<file path="config.mk">
export PLATFORM = sky130hd
export DESIGN_NAME = br_resolve_queue_flat
export DESIGN_NICKNAME = d
export VERILOG_FILES = /design/src/rtl/br_resolve_queue_if.sv /design/src/rtl/br_resolve_queue.sv /design/src/flat_wrapper.sv
export SDC_FILE = /design/constraint.sdc
export NUM_CORES = 1
export LEC_CHECK = 0
export ABC_AREA = 1
export CORE_ASPECT_RATIO = 1.2
export CORE_MARGIN = 2
export CORE_UTILIZATION = 40
export DETAILED_ROUTE_END_ITERATION = 12
export PLACE_DENSITY_LB_ADDON = 0.2
export SLEW_MARGIN = 25
export SYNTH_ARGS = -nofsm -noshare
export SYNTH_HDL_FRONTEND = slang
export SYNTH_SLANG_ARGS = --single-unit
</file>
<file path="constraint.sdc">
create_clock -name i_clk -period 7.8 [get_ports i_clk]
set_input_delay 2.34 -clock i_clk [delete_from_list [all_inputs] [get_ports i_clk]]
set_output_delay 2.34 -clock i_clk [all_outputs]
set_load 0.05 [all_outputs]
</file>
<file path="src/rtl/br_resolve_queue_if.sv">
// br_resolve_queue_if: fetch push, execute resolve and predictor update bundle for br_resolve_queue
interface br_resolve_queue_if #(parameter int PC_WIDTH = 32, parameter int DEPTH = 4);
  localparam int CW = $clog2(DEPTH) + 1;
  logic                i_push_vld;
  logic                o_push_rdy;
  logic [PC_WIDTH-1:0] i_push_pc;
  logic [PC_WIDTH-1:0] i_push_next_pc;
  logic                i_push_hit;
  logic                i_push_taken;
  logic                i_push_glb_taken;
  logic                i_push_loc_taken;
  logic                i_res_vld;
  logic                i_res_is_br;
  logic                i_res_taken;
  logic [PC_WIDTH-1:0] i_res_target;
  logic                o_redirect_vld;
  logic [PC_WIDTH-1:0] o_redirect_pc;
  logic                o_upd_btb_vld;
  logic [PC_WIDTH-1:0] o_upd_btb_pc;
  logic [PC_WIDTH-1:0] o_upd_btb_br_addr;
  logic                o_upd_pht_vld;
  logic                o_upd_eval_vld;
  logic                o_upd_pht_taken;
  logic                o_upd_pht_pred_glb_taken;
  logic                o_upd_pht_pred_loc_taken;
  logic [PC_WIDTH-1:0] o_upd_pht_pc;
  logic [CW-1:0]       o_count;
  logic                o_underflow;
  modport master (
    output i_push_vld, i_push_pc, i_push_next_pc, i_push_hit, i_push_taken, i_push_glb_taken, i_push_loc_taken,
    output i_res_vld, i_res_is_br, i_res_taken, i_res_target,
    input  o_push_rdy, o_redirect_vld, o_redirect_pc, o_upd_btb_vld, o_upd_btb_pc, o_upd_btb_br_addr,
    input  o_upd_pht_vld, o_upd_eval_vld, o_upd_pht_taken, o_upd_pht_pred_glb_taken, o_upd_pht_pred_loc_taken,
    input  o_upd_pht_pc, o_count, o_underflow
  );
  modport slave (
    input  i_push_vld, i_push_pc, i_push_next_pc, i_push_hit, i_push_taken, i_push_glb_taken, i_push_loc_taken,
    input  i_res_vld, i_res_is_br, i_res_taken, i_res_target,
    output o_push_rdy, o_redirect_vld, o_redirect_pc, o_upd_btb_vld, o_upd_btb_pc, o_upd_btb_br_addr,
    output o_upd_pht_vld, o_upd_eval_vld, o_upd_pht_taken, o_upd_pht_pred_glb_taken, o_upd_pht_pred_loc_taken,
    output o_upd_pht_pc, o_count, o_underflow
  );
endinterface

</file>
<file path="src/rtl/br_resolve_queue.sv">
// br_resolve_queue: in-flight prediction FIFO that checks resolves and issues redirect/predictor updates
module br_resolve_queue #(
  parameter int PC_WIDTH = 32,
  parameter int DEPTH    = 4
) (
  input logic               i_clk,
  input logic               i_rst_n,
  br_resolve_queue_if.slave bus
);
  localparam int AW = $clog2(DEPTH);
  localparam int CW = AW + 1;
  typedef struct packed {
    logic [PC_WIDTH-1:0] pc;
    logic [PC_WIDTH-1:0] npc;
    logic                hit;
    logic                tk;
    logic                glb;
    logic                loc;
  } ent_t;
  ent_t                r_mem [DEPTH];
  logic [AW-1:0]       r_wp, r_rp;
  logic [CW-1:0]       r_count;
  logic                r_redir_vld, r_btb_vld, r_pht_vld, r_eval_vld, r_pht_tk, r_pht_glb, r_pht_loc, r_uf;
  logic [PC_WIDTH-1:0] r_redir_pc, r_btb_pc, r_btb_addr, r_pht_pc;
  ent_t                w_head;
  logic                w_full, w_push, w_pop, w_act, w_tgt_diff, w_misp;
  logic [PC_WIDTH-1:0] w_corr;
  assign w_head     = r_mem[r_rp];
  assign w_full     = r_count == CW'(DEPTH);
  assign w_push     = bus.i_push_vld & ~w_full;
  assign w_pop      = bus.i_res_vld & (r_count != '0);
  assign w_act      = bus.i_res_is_br & bus.i_res_taken;
  assign w_tgt_diff = w_head.npc != bus.i_res_target;
  assign w_misp     = (w_head.tk != w_act) | (w_head.tk & w_act & w_tgt_diff);
  assign w_corr     = w_act ? bus.i_res_target : w_head.pc + PC_WIDTH'(4);
  // a push landing in the same cycle as a flush writes a slot the reset pointers never read
  always_ff @(posedge i_clk) begin
    if (w_push) r_mem[r_wp] <= '{bus.i_push_pc, bus.i_push_next_pc, bus.i_push_hit,
                                 bus.i_push_taken, bus.i_push_glb_taken, bus.i_push_loc_taken};
  end
  always_ff @(posedge i_clk or negedge i_rst_n) begin
    if (!i_rst_n) begin
      r_wp        <= '0;
      r_rp        <= '0;
      r_count     <= '0;
      r_redir_vld <= 1'b0;
      r_redir_pc  <= '0;
      r_btb_vld   <= 1'b0;
      r_btb_pc    <= '0;
      r_btb_addr  <= '0;
      r_pht_vld   <= 1'b0;
      r_eval_vld  <= 1'b0;
      r_pht_tk    <= 1'b0;
      r_pht_glb   <= 1'b0;
      r_pht_loc   <= 1'b0;
      r_pht_pc    <= '0;
      r_uf        <= 1'b0;
    end else begin
      if (w_pop & w_misp) begin
        r_wp    <= '0;
        r_rp    <= '0;
        r_count <= '0;
      end else begin
        r_wp    <= w_push ? r_wp + AW'(1) : r_wp;
        r_rp    <= w_pop ? r_rp + AW'(1) : r_rp;
        r_count <= r_count + CW'(w_push) - CW'(w_pop);
      end
      r_redir_vld <= w_pop & w_misp;
      if (w_pop & w_misp) r_redir_pc <= w_corr;
      r_pht_vld  <= w_pop & bus.i_res_is_br;
      r_eval_vld <= w_pop & bus.i_res_is_br & w_head.hit;
      r_btb_vld  <= w_pop & w_act & (~w_head.hit | w_tgt_diff);
      if (w_pop) begin
        r_pht_pc   <= w_head.pc;
        r_pht_tk   <= bus.i_res_taken;
        r_pht_glb  <= w_head.glb;
        r_pht_loc  <= w_head.loc;
        r_btb_pc   <= w_head.pc;
        r_btb_addr <= bus.i_res_target;
      end
      r_uf <= r_uf | (bus.i_res_vld & (r_count == '0));
    end
  end
  assign bus.o_push_rdy               = ~w_full;
  assign bus.o_count                  = r_count;
  assign bus.o_underflow              = r_uf;
  assign bus.o_redirect_vld           = r_redir_vld;
  assign bus.o_redirect_pc            = r_redir_pc;
  assign bus.o_upd_btb_vld            = r_btb_vld;
  assign bus.o_upd_btb_pc             = r_btb_pc;
  assign bus.o_upd_btb_br_addr        = r_btb_addr;
  assign bus.o_upd_pht_vld            = r_pht_vld;
  assign bus.o_upd_eval_vld           = r_eval_vld;
  assign bus.o_upd_pht_taken          = r_pht_tk;
  assign bus.o_upd_pht_pred_glb_taken = r_pht_glb;
  assign bus.o_upd_pht_pred_loc_taken = r_pht_loc;
  assign bus.o_upd_pht_pc             = r_pht_pc;
endmodule
</file>
<file path="src/flat_wrapper.sv">
// flat-port wrapper written by rule: the top's interface ports become plain ports
module br_resolve_queue_flat 
#(
  parameter int PC_WIDTH = 32,
  parameter int DEPTH    = 4
)
  (i_clk, i_rst_n, bus_i_push_vld, bus_i_push_pc, bus_i_push_next_pc, bus_i_push_hit, bus_i_push_taken, bus_i_push_glb_taken, bus_i_push_loc_taken, bus_i_res_vld, bus_i_res_is_br, bus_i_res_taken, bus_i_res_target, bus_o_push_rdy, bus_o_redirect_vld, bus_o_redirect_pc, bus_o_upd_btb_vld, bus_o_upd_btb_pc, bus_o_upd_btb_br_addr, bus_o_upd_pht_vld, bus_o_upd_eval_vld, bus_o_upd_pht_taken, bus_o_upd_pht_pred_glb_taken, bus_o_upd_pht_pred_loc_taken, bus_o_upd_pht_pc, bus_o_count, bus_o_underflow);
  br_resolve_queue_if #(.PC_WIDTH(PC_WIDTH), .DEPTH(DEPTH)) bus_i ();
  input logic i_clk;
  input logic i_rst_n;
  input wire logic [$bits(bus_i.i_push_vld)-1:0] bus_i_push_vld;
  input wire logic [$bits(bus_i.i_push_pc)-1:0] bus_i_push_pc;
  input wire logic [$bits(bus_i.i_push_next_pc)-1:0] bus_i_push_next_pc;
  input wire logic [$bits(bus_i.i_push_hit)-1:0] bus_i_push_hit;
  input wire logic [$bits(bus_i.i_push_taken)-1:0] bus_i_push_taken;
  input wire logic [$bits(bus_i.i_push_glb_taken)-1:0] bus_i_push_glb_taken;
  input wire logic [$bits(bus_i.i_push_loc_taken)-1:0] bus_i_push_loc_taken;
  input wire logic [$bits(bus_i.i_res_vld)-1:0] bus_i_res_vld;
  input wire logic [$bits(bus_i.i_res_is_br)-1:0] bus_i_res_is_br;
  input wire logic [$bits(bus_i.i_res_taken)-1:0] bus_i_res_taken;
  input wire logic [$bits(bus_i.i_res_target)-1:0] bus_i_res_target;
  output wire logic [$bits(bus_i.o_push_rdy)-1:0] bus_o_push_rdy;
  output wire logic [$bits(bus_i.o_redirect_vld)-1:0] bus_o_redirect_vld;
  output wire logic [$bits(bus_i.o_redirect_pc)-1:0] bus_o_redirect_pc;
  output wire logic [$bits(bus_i.o_upd_btb_vld)-1:0] bus_o_upd_btb_vld;
  output wire logic [$bits(bus_i.o_upd_btb_pc)-1:0] bus_o_upd_btb_pc;
  output wire logic [$bits(bus_i.o_upd_btb_br_addr)-1:0] bus_o_upd_btb_br_addr;
  output wire logic [$bits(bus_i.o_upd_pht_vld)-1:0] bus_o_upd_pht_vld;
  output wire logic [$bits(bus_i.o_upd_eval_vld)-1:0] bus_o_upd_eval_vld;
  output wire logic [$bits(bus_i.o_upd_pht_taken)-1:0] bus_o_upd_pht_taken;
  output wire logic [$bits(bus_i.o_upd_pht_pred_glb_taken)-1:0] bus_o_upd_pht_pred_glb_taken;
  output wire logic [$bits(bus_i.o_upd_pht_pred_loc_taken)-1:0] bus_o_upd_pht_pred_loc_taken;
  output wire logic [$bits(bus_i.o_upd_pht_pc)-1:0] bus_o_upd_pht_pc;
  output wire logic [$bits(bus_i.o_count)-1:0] bus_o_count;
  output wire logic [$bits(bus_i.o_underflow)-1:0] bus_o_underflow;
  assign bus_i.i_push_vld = bus_i_push_vld;
  assign bus_i.i_push_pc = bus_i_push_pc;
  assign bus_i.i_push_next_pc = bus_i_push_next_pc;
  assign bus_i.i_push_hit = bus_i_push_hit;
  assign bus_i.i_push_taken = bus_i_push_taken;
  assign bus_i.i_push_glb_taken = bus_i_push_glb_taken;
  assign bus_i.i_push_loc_taken = bus_i_push_loc_taken;
  assign bus_i.i_res_vld = bus_i_res_vld;
  assign bus_i.i_res_is_br = bus_i_res_is_br;
  assign bus_i.i_res_taken = bus_i_res_taken;
  assign bus_i.i_res_target = bus_i_res_target;
  assign bus_o_push_rdy = bus_i.o_push_rdy;
  assign bus_o_redirect_vld = bus_i.o_redirect_vld;
  assign bus_o_redirect_pc = bus_i.o_redirect_pc;
  assign bus_o_upd_btb_vld = bus_i.o_upd_btb_vld;
  assign bus_o_upd_btb_pc = bus_i.o_upd_btb_pc;
  assign bus_o_upd_btb_br_addr = bus_i.o_upd_btb_br_addr;
  assign bus_o_upd_pht_vld = bus_i.o_upd_pht_vld;
  assign bus_o_upd_eval_vld = bus_i.o_upd_eval_vld;
  assign bus_o_upd_pht_taken = bus_i.o_upd_pht_taken;
  assign bus_o_upd_pht_pred_glb_taken = bus_i.o_upd_pht_pred_glb_taken;
  assign bus_o_upd_pht_pred_loc_taken = bus_i.o_upd_pht_pred_loc_taken;
  assign bus_o_upd_pht_pc = bus_i.o_upd_pht_pc;
  assign bus_o_count = bus_i.o_count;
  assign bus_o_underflow = bus_i.o_underflow;
  br_resolve_queue #(.PC_WIDTH(PC_WIDTH), .DEPTH(DEPTH)) u_core (.i_clk(i_clk), .i_rst_n(i_rst_n), .bus(bus_i));
endmodule
</file>
# Yosys cells after proc, flatten, opt, wreduce, memory -nomap -nowiden

Memory sizes are Yosys's and may differ from the RTL's.
Index checks and enable logic that the tools add are counted.

Add/sub/neg operators: 5
$mul: 0
Divide/modulo/power cells: 0
Order comparisons: 0
Equality and inequality tests: 3
Shift-type cells: 0
Muxes and demuxes: 8
Bitwise gates (word level): 16
Reduce and logical (&&, ||, !) cells: 4

Operator list:

| operator                                                        | number |
|---|---|
| 32-bit by 3-bit adder with 32-bit output, second input constant | 1 |
| 32-bit 2-to-1 mux                                               | 1 |
| 32-bit inequality test                                          | 1 |
| 1-bit AND                                                       | 11 |
| 2-bit 2-to-1 mux                                                | 4 |
| 2-bit by 1-bit adder with 2-bit output, second input constant   | 2 |
| 2-bit nonzero test                                              | 2 |
| 3-bit by 1-bit adder with 3-bit output                          | 1 |
| 3-bit == test, second input constant                            | 1 |
| 3-bit logical NOT                                               | 1 |
| 3-bit 2-to-1 mux                                                | 1 |
| 1-bit bitwise OR                                                | 3 |
| 3-bit nonzero test                                              | 1 |
| 3-bit by 1-bit subtractor with 3-bit output                     | 1 |
| 1-bit 2-to-1 mux                                                | 2 |
| 1-bit NOT                                                       | 2 |
| 1-bit inequality test                                           | 1 |

Register bits: 111
Bits in latches: 0
RAM bits: 272
ROM bits: 0
Input port bits: 106
Output and inout bits: 140
Logic and storage cells: 51
Memories: 1

Memories:

| name         | depth | width | rd ports | clocked after memory_dff | wr ports | line                   | RTL |
|---|---|---|---|---|---|---|---|
| u_core.r_mem | 4     | 68    | 1        | 0                        | 1        | br_resolve_queue.sv:20 | `ent_t r_mem [DEPTH];` |

# Depth between registers and ports, before layout

Word-level depth: 6
Gate-level depth with buffers: 21

# Worst setup path after synthesis

OpenSTA, ideal clock, no wires.

Kind: input port to flip-flop
Start: input bus_i_push_vld
End: memory u_core.r_mem[0][0] in the netlist's numbering (enable)
Library setup time: 495 ps
Arrival: 5,391 ps
Data required time: 7,305 ps
Path slack: 1,915 ps
Cell stages on the path: 2
Buffers on the path: 0
Path through: nand2_1 > nor2_1

Word-level cells in the longest chain between the ends: 3

Ends and longest elaborated chain:

| what                                   | line                   | RTL |
|---|---|---|
| from (decl)                            | flat_wrapper.sv:11     | `input wire logic [$bits(bus_i.i_push_vld)-1:0] bus_i_push_vld;` |
| 1-bit AND                              | br_resolve_queue.sv:30 | `assign w_push = bus.i_push_vld & ~w_full;` |
| 1-bit 2-to-1 mux                       | br_resolve_queue.sv:38 | `if (w_push) r_mem[r_wp] <= '{bus.i_push_pc, bus.i_push_next_pc, bus.i_push_hit,` |
| 1-bit 2-to-1 mux (implied by the code) | br_resolve_queue.sv:38 |  |
| to (decl)                              | br_resolve_queue.sv:20 |  |

Every way passes these cells.

# Final worst setup path

Start: input bus_i_res_is_br
End: register u_core.r_rp[1]

Word-level cells in the longest chain between the ends: 6
Elaborated cells on any way between the ends: 8

Ends and longest elaborated chain:

| what                                                          | line                   | RTL |
|---|---|---|
| from (decl)                                                   | flat_wrapper.sv:19     | `input wire logic [$bits(bus_i.i_res_is_br)-1:0] bus_i_res_is_br;` |
| 1-bit AND *                                                   | br_resolve_queue.sv:32 | `assign w_act = bus.i_res_is_br & bus.i_res_taken;` |
| 1-bit AND (2 in series)                                       | br_resolve_queue.sv:34 | `assign w_misp = (w_head.tk != w_act) \| (w_head.tk & w_act & w_tgt_diff);` |
| 1-bit bitwise OR *                                            | br_resolve_queue.sv:34 |  |
| 1-bit AND *                                                   | br_resolve_queue.sv:59 | `if (w_pop & w_misp) begin` |
| 2-bit 2-to-1 mux / 2-bit nonzero test (equally long branches) | -                      |  |
| to (signal assigned)                                          | br_resolve_queue.sv:65 | `r_rp <= w_pop ? r_rp + AW'(1) : r_rp;` |
| to (decl)                                                     | br_resolve_queue.sv:21 | `logic [AW-1:0] r_wp, r_rp;` |

Mark *: on every way between the ends. The rest lies on a longest branch, timed or not.
A chain may end at the register's enable or synchronous reset.

==> flow_summary.json <==
{
  "synth_flop_cell": "edfxtp_1",
  "synth_top_area_share_pct": 46.8,
  "tightest_slew_ns": 1.03,
  "drive_above_1_share_pct": 5.14,
  "hold_start": "u_core.bus.o_redirect_pc[6]",
  "worstReg2RegEnd": "u_core.r_rp[1]",
  "grt_pass1_vias": 13300,
  "r2r_cells": 18,
  "min_path_type": "reg2reg",
  "syn_nets": 1973,
  "dp_hpwl_mm": 35.3,
  "rsz0062_at_grt": "false",
  "antenna_found_initial": 4,
  "setup_viol": 0,
  "status": "complete, no violations",
  "finalCritPeriodShare_pct": 66.2,
  "fmax_ghz": 0.194,
  "core_um2": 43000,
  "drc": 0,
  "fin_crit_ns": 5.17,
  "rows": 83,
  "whs_endpoint": "u_core.bus.o_redirect_pc[6]",
  "area_delta_synth_final_pct": 22.7,
  "drt_iter0_drc": 974,
  "synth_top_area_cell": "edfxtp_1",
  "r2r_slack_ns": 3.14,
  "gp_congestion": 0.879,
  "synth_warnings": 0,
  "synthTopCellsByCount": "nand2_1, edfxtp_1, nand3_1",
  "startpoint_type": "input port",
  "hold_depth": 2,
  "synthDistinctLibCells": 32,
  "setup_ws_ns": 2.63,
  "final_net_count": 2164,
  "grt_max_degree": 94,
  "leakagePower_nw": 8.99,
  "synth_area_leaders": "edfxtp_1, nand2_1, dfrtp_1, nand3_1, o21ai_0",
  "cts_setup_buffers": 0,
  "critPathArrivalTime_ns": 5.60,
  "yosysMostFrequentCell": "nand2_1",
  "cts-htree-levels": 2,
  "viasPerCell": 5.14,
  "fp.dieW_um": 195,
  "max-vdd-ir-drop_mv": 0.272,
  "max-clock-path-buffers": 3,
  "worstSkewPairLatency_ns": 0.55,
  "num-fill-cells": 4025,
  "relSlewSlack_pct": 31.0,
  "grt-ovfl-total": 0,
  "cts_tree": "built",
  "final_hold_viol_count": 0,
  "hold_buffers": 0,
  "numCtsBuffers": 41,
  "critPathKind": "in2reg",
  "clockRootBuffer": "clkbuf_16",
  "io_pins": 246,
  "cp_max_fo": 37,
  "drt_wl_total_mm": 51.8,
  "finClkSkew_ns": 0.0175,
  "syn_inst": 1858,
  "drtAntennaViolNets": 0,
  "cp.required_ns": 8.23,
  "end_kind": "register",
  "ys_seq_area_share_pct": 62.7,
  "power.density_nw_per_um2": 454,
  "cts_resized": 0,
  "async_flop_share_pct": 29.0,
  "place_ws_ns": 2.07,
  "synth-seq-cells": 383,
  "clock-sinks": 383,
  "wl_per_cell_um": 19.6,
  "avgSynthCellArea_um2": 9.40,
  "drv_slew": 0,
  "start_util_pct": 40.6,
  "die-area_um2": 45400,
  "grt_usage_pct": 22.9,
  "placement.io_buffers": 245,
  "synth_edf_count": 272,
  "first_pass_iters": 5,
  "clk_pin_slew_ns": 0.06,
  "die_h_um": 233,
  "dr_total_vias": 13600,
  "tns_ns": 0,
  "r2r_start": "u_core.r_rp[0]",
  "syn-cell-area_um2": 17500,
  "drv_cap": 0,
  "grt_pass1_wl_mm": 78.5
}
metrics by stage:
step,total power [mW],utilization [%],hold slack (ns),cells,instance area (µm²)
floorplan,6.37,-,0.506,1858,17500
global placement,7.76,46.5,0.459,2557,20000
detailed placement,7.81,46.5,0.460,2557,20000
CTS,9.79,49.8,0.476,2633,21400
global route,10.3,49.8,0.510,2637,21400
finish,9.73,49.8,0.477,2638,21400
per-layer routing:
| layer | wire length (µm) | part of all wire, % | vias up | GRT usage, % |
|---|---|---|---|---|
| met5 | 11 | 0.021 | - | 0 |
| met2 | 25100 | 49 | 454 | 38.9 |
| met4 | 1560 | 3.0 | 2 | 8.33 |
| met1 | 21800 | 42 | 6548 | 29.8 |
| met3 | 3280 | 6.3 | 86 | 3.91 |
| li1 | - | - | 6473 | - |
cells in the final DEF, fill, tap and decap left out, types with 8 or more instances in the layout:
cell type        count
nand2_1            807
edfxtp_1           272
clkdlybuf4s50_1    244
nand3_1            214
dfrtp_1            109
nor2_1              99
inv_1               86
o21ai_0             83
clkbuf_16           45
buf_4               13
nand4_1             11
clkbuf_8             9
ha_1                 8
clkbuf_1             8
how the worst max path moves through the flow:
stage	from	to	slack [ns]	cells past startpoint
after global placement	bus_i_res_is_br	u_core.r_rp[1]	2.12	10
after detailed placement	bus_i_res_is_br	u_core.bus.o_count[0]	2.07	10
after CTS	bus_i_res_taken	u_core.r_rp[1]	2.64	10
final	bus_i_res_is_br	u_core.r_rp[1]	2.63	10
after floorplan	bus_i_push_vld	u_core.r_mem[0][0]	1.91	2
after global routing	bus_i_res_is_br	u_core.r_rp[1]	2.31	10
registers in the layout, summed over array words and instances, names as in the netlist, 2 cells and up:
name,count
u_core.r_mem,272
u_core.r_wp,2
u_core.r_rp,2
u_core.bus.o_upd_btb_br_addr,32
u_core.bus.o_upd_btb_pc,32
u_core.bus.o_count,3
u_core.bus.o_redirect_pc,32
cell type report:
cell class,count,area [µm²],share of cell area [%]
timing repair buffer,261,2610,12.2
clock inverter,14,113,0.525
inverter,90,343,1.60
sequential,383,11000,51.1
multi-input combinational,1272,5430,25.4
tap,552,691,3.22
antenna,4,10.0,0.0467
clock buffer,62,1280,5.97
worst max-delay path: stages:
cell and delay (ns):
clkdlybuf4s50_1 0.41, nand2_1 0.07, buf_4 0.35, inv_1 0.48, ha_1 0.45, inv_1 0.04
nand2_2 0.47, nand2_2 0.58, inv_2 0.29, nor2_1 0.07
power by group:
| group | total [mW] | internal [mW] | switching, mW |
|---|---|---|---|
| Clock | 1.97 | 1.17 | 0.792 |
| Combinational | 4.67 | 1.29 | 3.38 |
| Sequential | 3.10 | 2.76 | 0.335 |
logic make-up (layout without fill, tap and decap cells):
group,after synthesis,after routing,share of synthesized area (%)
buffers and inverters,203,427,6.44
adder cells (fa/ha/maj),9,9,0.688
AO/OA/AOI/OAI,105,105,3.19
other,0,4,0
XOR/XNOR,6,6,0.301
AND/OR/NAND/NOR,1152,1152,26.7
flip-flops,383,383,62.7
(Power assumes the default switching activity.)
